--- config.mk ---
export PLATFORM = sky130hd
export DESIGN_NAME = mem_port_arbiter
export DESIGN_NICKNAME = d
export VERILOG_FILES = /design/src/rtl/mem_port_arbiter.sv
export SDC_FILE = /design/constraint.sdc
export NUM_CORES = 1
export LEC_CHECK = 0
export ABC_AREA = 1
export CAP_MARGIN = 20
export CORE_AREA = 5 5 116 118
export DETAILED_ROUTE_END_ITERATION = 8
export DIE_AREA = 0 0 121 123
export DONT_BUFFER_PORTS = 1
export GPL_ROUTABILITY_DRIVEN = 0
export HOLD_SLACK_MARGIN = 0.06
export PLACE_DENSITY = 0.31
export SLEW_MARGIN = 20
export SYNTH_ARGS = -nofsm -noshare
export SYNTH_HDL_FRONTEND = slang
export SYNTH_SLANG_ARGS = --single-unit
--- constraint.sdc ---
create_clock -name clk -period 2.2 [get_ports clk]
set_clock_uncertainty 0.15 [all_clocks]
set_input_delay 0.44 -clock clk [delete_from_list [all_inputs] [get_ports clk]]
set_output_delay 0.44 -clock clk [all_outputs]
set_load 0.01 [all_outputs]
--- src/rtl/mem_port_arbiter.sv ---
// mem_port_arbiter: shares one unified instruction/data memory port between
// the core (C) and the debug/loader port (D). At most one command issues per
// grant and at most one read is outstanding. Read-valid goes only to the owner
// of the outstanding read.
//
// Optional feature macro: ARB_ROUND_ROBIN_EN
//   defined   -> on contention the port not granted most recently wins
//   undefined -> fixed priority, core always wins contention
//
// state      | meaning
// -----------+--------------------------------------------------------------
// ST_IDLE    | port free; a request may issue
// ST_RD_WAIT | read outstanding; r_lat_cnt counts down to the data cycle
module mem_port_arbiter #(
  parameter int ADDR_W       = 32,
  parameter int DATA_W       = 32,
  parameter int READ_LATENCY = 1
) (
  input  logic              clk,
  input  logic              reset,
  input  logic              c_req,
  input  logic              c_we,
  input  logic [ADDR_W-1:0] c_addr,
  input  logic [DATA_W-1:0] c_wdata,
  input  logic [2:0]        c_funct3,
  output logic              c_gnt,
  output logic              c_rvalid,
  output logic [DATA_W-1:0] c_rdata,
  input  logic              d_req,
  input  logic              d_we,
  input  logic [ADDR_W-1:0] d_addr,
  input  logic [DATA_W-1:0] d_wdata,
  input  logic [2:0]        d_funct3,
  output logic              d_gnt,
  output logic              d_rvalid,
  output logic [DATA_W-1:0] d_rdata,
  output logic [ADDR_W-1:0] mem_addr,
  output logic [DATA_W-1:0] mem_wdata,
  output logic              mem_wren,
  output logic [2:0]        mem_funct3,
  input  logic [DATA_W-1:0] mem_rdata,
  output logic              busy
);

  if (READ_LATENCY < 1 || READ_LATENCY > 7) begin : g_bad_latency
    $fatal(1, "mem_port_arbiter: READ_LATENCY %0d outside 1..7", READ_LATENCY);
  end

  localparam logic [2:0] LAT_INIT = 3'(READ_LATENCY);

  typedef enum logic {
    ST_IDLE    = 1'b0,
    ST_RD_WAIT = 1'b1
  } state_t;

  state_t      r_state;
  state_t      w_state_nxt;
  logic [2:0]  r_lat_cnt;
  logic [2:0]  w_lat_cnt_nxt;
  logic        r_owner_d;
  logic        w_owner_d_nxt;

  logic        w_rd_done;
  logic        w_can_issue;
  logic        w_issue;
  logic        w_win_d;
  logic        w_win_we;

  // The data cycle of a read is also an issue slot, so reads can stream.
  assign w_rd_done   = (r_state == ST_RD_WAIT) && (r_lat_cnt == 3'd1);
  assign w_can_issue = (r_state == ST_IDLE) || w_rd_done;
  assign w_issue     = w_can_issue && (c_req || d_req);
  assign w_win_we    = w_win_d ? d_we : c_we;

`ifdef ARB_ROUND_ROBIN_EN
  logic r_prio_d;

  assign w_win_d = d_req && (!c_req || r_prio_d);

  // Priority pointer: after every issue, the other port is favoured next.
  always_ff @(posedge clk or negedge reset) begin
    if (!reset) begin
      r_prio_d <= 1'b0;
    end else if (w_issue) begin
      r_prio_d <= !w_win_d;
    end
  end
`else
  assign w_win_d = d_req && !c_req;
`endif

  // State register with the latency down-counter and read owner.
  always_ff @(posedge clk or negedge reset) begin
    if (!reset) begin
      r_state   <= ST_IDLE;
      r_lat_cnt <= 3'd0;
      r_owner_d <= 1'b0;
    end else begin
      r_state   <= w_state_nxt;
      r_lat_cnt <= w_lat_cnt_nxt;
      r_owner_d <= w_owner_d_nxt;
    end
  end

  // Next state: a read issue (re)loads the counter; writes never wait.
  always_comb begin
    w_state_nxt   = r_state;
    w_lat_cnt_nxt = r_lat_cnt;
    w_owner_d_nxt = r_owner_d;
    if (w_issue && !w_win_we) begin
      w_state_nxt   = ST_RD_WAIT;
      w_lat_cnt_nxt = LAT_INIT;
      w_owner_d_nxt = w_win_d;
    end else if (r_state == ST_RD_WAIT) begin
      if (w_rd_done) begin
        w_state_nxt   = ST_IDLE;
        w_lat_cnt_nxt = 3'd0;
      end else begin
        w_lat_cnt_nxt = r_lat_cnt - 3'd1;
      end
    end
  end

  // Outputs: grants and memory command from the winner, valid to the owner.
  always_comb begin
    c_gnt      = w_issue && !w_win_d;
    d_gnt      = w_issue && w_win_d;
    mem_addr   = (w_issue && w_win_d) ? d_addr   : c_addr;
    mem_wdata  = (w_issue && w_win_d) ? d_wdata  : c_wdata;
    mem_funct3 = (w_issue && w_win_d) ? d_funct3 : c_funct3;
    mem_wren   = w_issue && w_win_we;
    c_rvalid   = w_rd_done && !r_owner_d;
    d_rvalid   = w_rd_done && r_owner_d;
    busy       = (r_state == ST_RD_WAIT);
  end

  assign c_rdata = mem_rdata;
  assign d_rdata = mem_rdata;

endmodule

# ---- Word-level counts from Yosys, hierarchy flattened
# Cells that the tools add are included.
dict set report classes {
  n_addsub 1
  n_mul 0
  div 0
  n_lt_le_gt_ge 0
  eq_ne 1
  shift 0
  muxes 10
  bitwise_logic 1
  n_reduce_logical 16
}
# cell n
set ops {}
lappend ops {{$mux W32} 2}
lappend ops {{$mux W3} 4}
lappend ops {{$logic_and A1 B1 Y1} 9}
lappend ops {{$logic_not A1 Y1} 4}
lappend ops {{$mux W1} 4}
lappend ops {{$eq A3 B1 Y1 const B} 1}
lappend ops {{$sub A3 B1 Y3 const B} 1}
lappend ops {{$logic_or A1 B1 Y1} 2}
lappend ops {{$reduce_bool A2 Y1} 1}
lappend ops {{$not A1 Y1} 1}
dict set report totals {
  ff_bits 5
  latchBits 0
  ramBits 0
  romBits 0
  elab_cells 32
  mem_count 0
}

# ---- Depth between registers and ports, before layout
dict set report logic_depth {
  ltp_word 6
  ltp_mapped 10
  ltp_nobuf 8
}

# ---- Least setup slack after synthesis
# No wires, ideal clock.
dict set report synth_timing {
  path_type {flip-flop to output port}
  from {register r_lat_cnt[1]}
  to {output mem_wdata[10]}
  arrival_ns 1.295
  required_ns 1.610
  setup_slack_ns 0.315
  path_stages_with_launch 11
  path_cell_list {dfrtp_1 -> inv_1 -> ha_1 -> nand2_2 -> nand2_2 -> nand3_2 -> inv_2 -> buf_6 -> buf_6 -> nand2_1 -> nand2_1}
}
dict set report synth_between {
  elab_chain_len 6
}
# item line_no
set synth_lines {}
lappend synth_lines {{start, declared} 58} ;# logic [2:0] r_lat_cnt;
lappend synth_lines {{start signal, assigned} 100} ;# r_lat_cnt <= w_lat_cnt_nxt;
lappend synth_lines {{$eq A3 B1 Y1} 70} ;# assign w_rd_done = (r_state == ST_RD_WAIT) && (r_lat_cnt == 3'd1);
lappend synth_lines {{$logic_and A1 B1 Y1} 70}
lappend synth_lines {{$logic_or A1 B1 Y1} 71} ;# assign w_can_issue = (r_state == ST_IDLE) || w_rd_done;
lappend synth_lines {{$logic_and A1 B1 Y1} 72} ;# assign w_issue = w_can_issue && (c_req || d_req);
lappend synth_lines {{$logic_and A1 B1 Y1} 129} ;# mem_wdata = (w_issue && w_win_d) ? d_wdata : c_wdata;
lappend synth_lines {{$mux W32} 129}
lappend synth_lines {{end, declared} 38} ;# output logic [DATA_W-1:0] mem_wdata,
# No other way between the ends.

# ---- Worst setup path in the final report
dict set report layout_timing {
  from {register r_lat_cnt[1]}
  to {output mem_wdata[16]}
}
# The elaborated chain is that of the path after synthesis.

==> metrics.md <==
| Metric | Value |
|---|---|
| Synth Area in Adders | `1.51%` |
| Max Cap Viol | `0` |
| Vias in the first global route | `roughly 1500` |
| Site Rows | `41` |
| Initial DRC Count | `54` |
| Worst EP required | `around 1.6 ns` |
| Ys Warns | `0` |
| Largest net degree at the start of global routing | `28` |
| Total CTS buffers | `3` |
| Largest family of logic cells by synthesized area | `simple AND/OR/NAND/NOR gates` |
| Final Critical Period | `around 2.2 ns` |
| Syn Inst Count | `around 320` |
| GRT Util Overall | `~7.5%` |
| Max-slew violations | `0` |
| Synth area leaders | `nand2_1, buf_4, dfrtp_1` |
| Routed length per placed instance | `between 15 and 20 um` |
| Worst VDD drop | `approximately 0.54 mV` |
| DRT Wirelength | `around 7200 um` |
| Drt pass-1 iters | `4` |
| Switch share | `between 50% and 60%` |
| CP arrival | `1.57 ns` |
| CTS Buffer Depth | `2` |
| Avg Vias per Cell | `3.91` |
| P_leak | `roughly 0.94 nW` |
| Max-slew headroom | `between 70% and 80%` |
| Count leader, synth | `nand2_1` |
| Synth Cell Area | `between 1500 and 2000 um2` |
| #FFs+latches synth | `5` |
| Mean area per synthesized cell | `slightly above 5 um2` |
| Synth Flop Type | `dfrtp_1` |
| Yosys cell types | `18` |
| Proportion of layout cells with a drive suffix above 1 | `between 40 and 50%` |
| CP Max Fanout | `21` |
| Cell Pwr Density | `~880 nW/um2` |
| Die width | `~120 um` |
| CTS tree | `built` |
| Post-synthesis mux area share | `0%` |
| DRC Markers | `0` |
| Worst Max-Slew Pin Slew | `~0.44 ns` |
| P&R area growth vs syn | `13.6%` |
| Initial antenna violation count | `0` |
| Worst Setup Slack, final | `between 0.04 and 0.05 ns` |
| Clock-pin slew of the registers on the worst-case setup and hold paths | `approximately 0.040 ns` |
| Fmax | `roughly 460 MHz` |
| Final net count | `roughly 440` |
| Logic pwr share | `between 70% and 80%` |
| Post-DP HPWL | `between 5000 and 6000 um` |
| Clk sinks | `5` |
| Antenna viol nets, final | `0` |
| Port bufs | `0` |
| Die Area | `14900 um2` |
| Final setup viols | `0` |
| Outcome | `finished, final reports clean` |
| Startpoint Class | `flip-flop` |
| Dpl ws | `~0.094 ns` |
| Crit Path Category | `reg -> out` |
| Psw | `between 0.0008 and 0.0009 W` |
| I/O pin total | `309` |
| Synth area leader | `nand2_1` |
| Multi-input logic area | `roughly 1200 um2` |
| Clk_lat worst skew | `between 0.2 and 0.25 ns` |
| First-pass GRT wire length | `8470 um` |
| Cell Int Power | `approximately 0.00081 W` |
| Synth cell count leaders | `nand2_1, buf_4, buf_2, inv_1, dfrtp_1` |
| Global route overflow | `0` |
| Synth top area share | `about half` |
| Simple-Gate Fraction of Synth Area | `approximately 52%` |
| Fillcell total | `around 1400` |
| Clock share of power | `18.6%` |
| Syn nets | `497` |
| RSZ-0062 raised after global routing | `yes` |
| Core area | `between 10000 and 15000 um2` |
| Initial Utilization | `13.4%` |
| CTS Root Buffer Type | `clkbuf_16` |
| Crit end category | `output port` |
| FF/Latch Area | `about 130 um2` |
| Antenna diode count | `0` |
| Final Util | `approximately 15%` |
| Worst hold path class | `in -> reg` |
| Final worst-path cycle share | `between 90% and 100%` |
| Seq/Total Area, Yosys | `roughly 7.6%` |
| Overall power | `between 0.0015 and 0.002 W` |
| Vias | `about 1700` |
| Endpoints failing hold | `0` |
| Synth Area in XOR/XNOR | `less than 1%` |
| Flop pwr share | `between 10% and 20%` |
| Die height | `123 um` |
| Total negative slack | `0 ns` |
| Asr flop ratio synth | `100%` |
| Number of enable flip-flop cells after synthesis | `0` |
| H-tree depth | `1` |
| Compound-Gate Fraction of Synth Area | `less than 1%` |
repair_timing:
action / CTS / global route
pin swaps: 1 / 11
setup buffers: 2 / 2
hold endpoints to repair: 5 / 0
gates cloned: 2 / 2
setup endpoints to repair: 67 / 68
hold buffers: 1 / 0
resized for setup: 55 / 42
critical path, stage by stage (launching register included):
cell and delay (ns):
dfrtp_1 0.37, inv_2 0.08, ha_4 0.14, nand2_4 0.06, nand2_4 0.06, nand3_4 0.11
buf_12 0.17, buf_16 0.16, nand2_1 0.09, nand2_2 0.07
layer usage:
| layer | track usage [%] | share of wire (%) | vias to the layer above |
|---|---|---|---|
| met3 | 2.42 | 11 | 28 |
| met1 | 8.18 | 34 | 759 |
| met4 | 3.40 | 2.9 | 0 |
| li1 | - | - | 776 |
| met2 | 13.2 | 51 | 140 |
| met5 | 0 | 0 | - |
final timing paths:
kind / from / to / slack, ns / depth (start not counted)
setup / recovery: r_lat_cnt[1] / mem_wdata[16] / 0.04 / 9
min in group asynchronous: reset / r_lat_cnt[1] / 0.36 / 1
hold reg to reg: r_owner_d / r_owner_d / 0.36 / 2
max in group asynchronous: reset / r_lat_cnt[2] / 1.34 / 1
hold / removal: d_req / r_owner_d / 0.28 / 2
setup reg to reg: r_lat_cnt[0] / r_lat_cnt[1] / 0.77 / 5
cells in the final DEF (no fill, tap or decap):
master | netlist | routed
dfrtp_1 | 5 | 5
ha_4 | 0 | 1
nor2_1 | 4 | 4
nand2_2 | 2 | 80
inv_1 | 7 | 6
buf_4 | 68 | 4
dlygate4sd3_1 | 0 | 1
buf_12 | 0 | 4
clkbuf_16 | 0 | 5
inv_2 | 2 | 2
or2_2 | 1 | 1
o21ai_0 | 2 | 2
nand2_4 | 0 | 4
nand2_1 | 212 | 130
nand3_1 | 3 | 3
clkinv_8 | 0 | 1
nand3b_1 | 1 | 1
nor3_1 | 1 | 1
xor2_1 | 1 | 1
clkbuf_1 | 0 | 1
a21oi_1 | 1 | 1
ha_1 | 2 | 1
buf_16 | 0 | 3
nand3_4 | 0 | 1
power groups by stage:
stage | combinational, W | sequential (W) | clock [W]
2_1_floorplan | 0.000789 | 0.000167 | 0
3_3_place_gp | 0.000852 | 0.000163 | 0
3_5_place_dp | 0.000855 | 0.000164 | 0
4_1_cts | 0.00105 | 0.000167 | 0.000312
5_1_grt | 0.00130 | 0.000175 | 0.000321
6_report | 0.00117 | 0.000170 | 0.000306
per-stage QoR:
step | cell area [um2] | std cells | hold slack, ns
3_3_place_gp | 1380 | 422 | -0.00538
5_1_grt | 1880 | 435 | 0.302
4_1_cts | 1690 | 431 | 0.279
3_5_place_dp | 1380 | 422 | -0.00539
2_1_floorplan | 1650 | 323 | -0.00559
6_report | 1880 | 435 | 0.278
flip-flops by register name, indices dropped and copies added (netlist names):
register / cells
r_lat_cnt: 3
r_owner_d: 1
busy: 1
logic make-up after synthesis:
kind of cell,after synthesis
AND/OR/NAND/NOR,225
buffers and inverters,87
flip-flops,5
AO/OA/AOI/OAI,3
adder cells (fa/ha/maj),2
XOR/XNOR,1
cell type report:
cell class | count | area share (%)
well taps | 172 | 11.5
clock buffers | 4 | 4.19
multi-input cells | 231 | 61.8
repair buffers | 14 | 13.4
flip-flops and latches | 5 | 6.66
inverters | 9 | 2.46
Power figures use the tool's default switching activity.
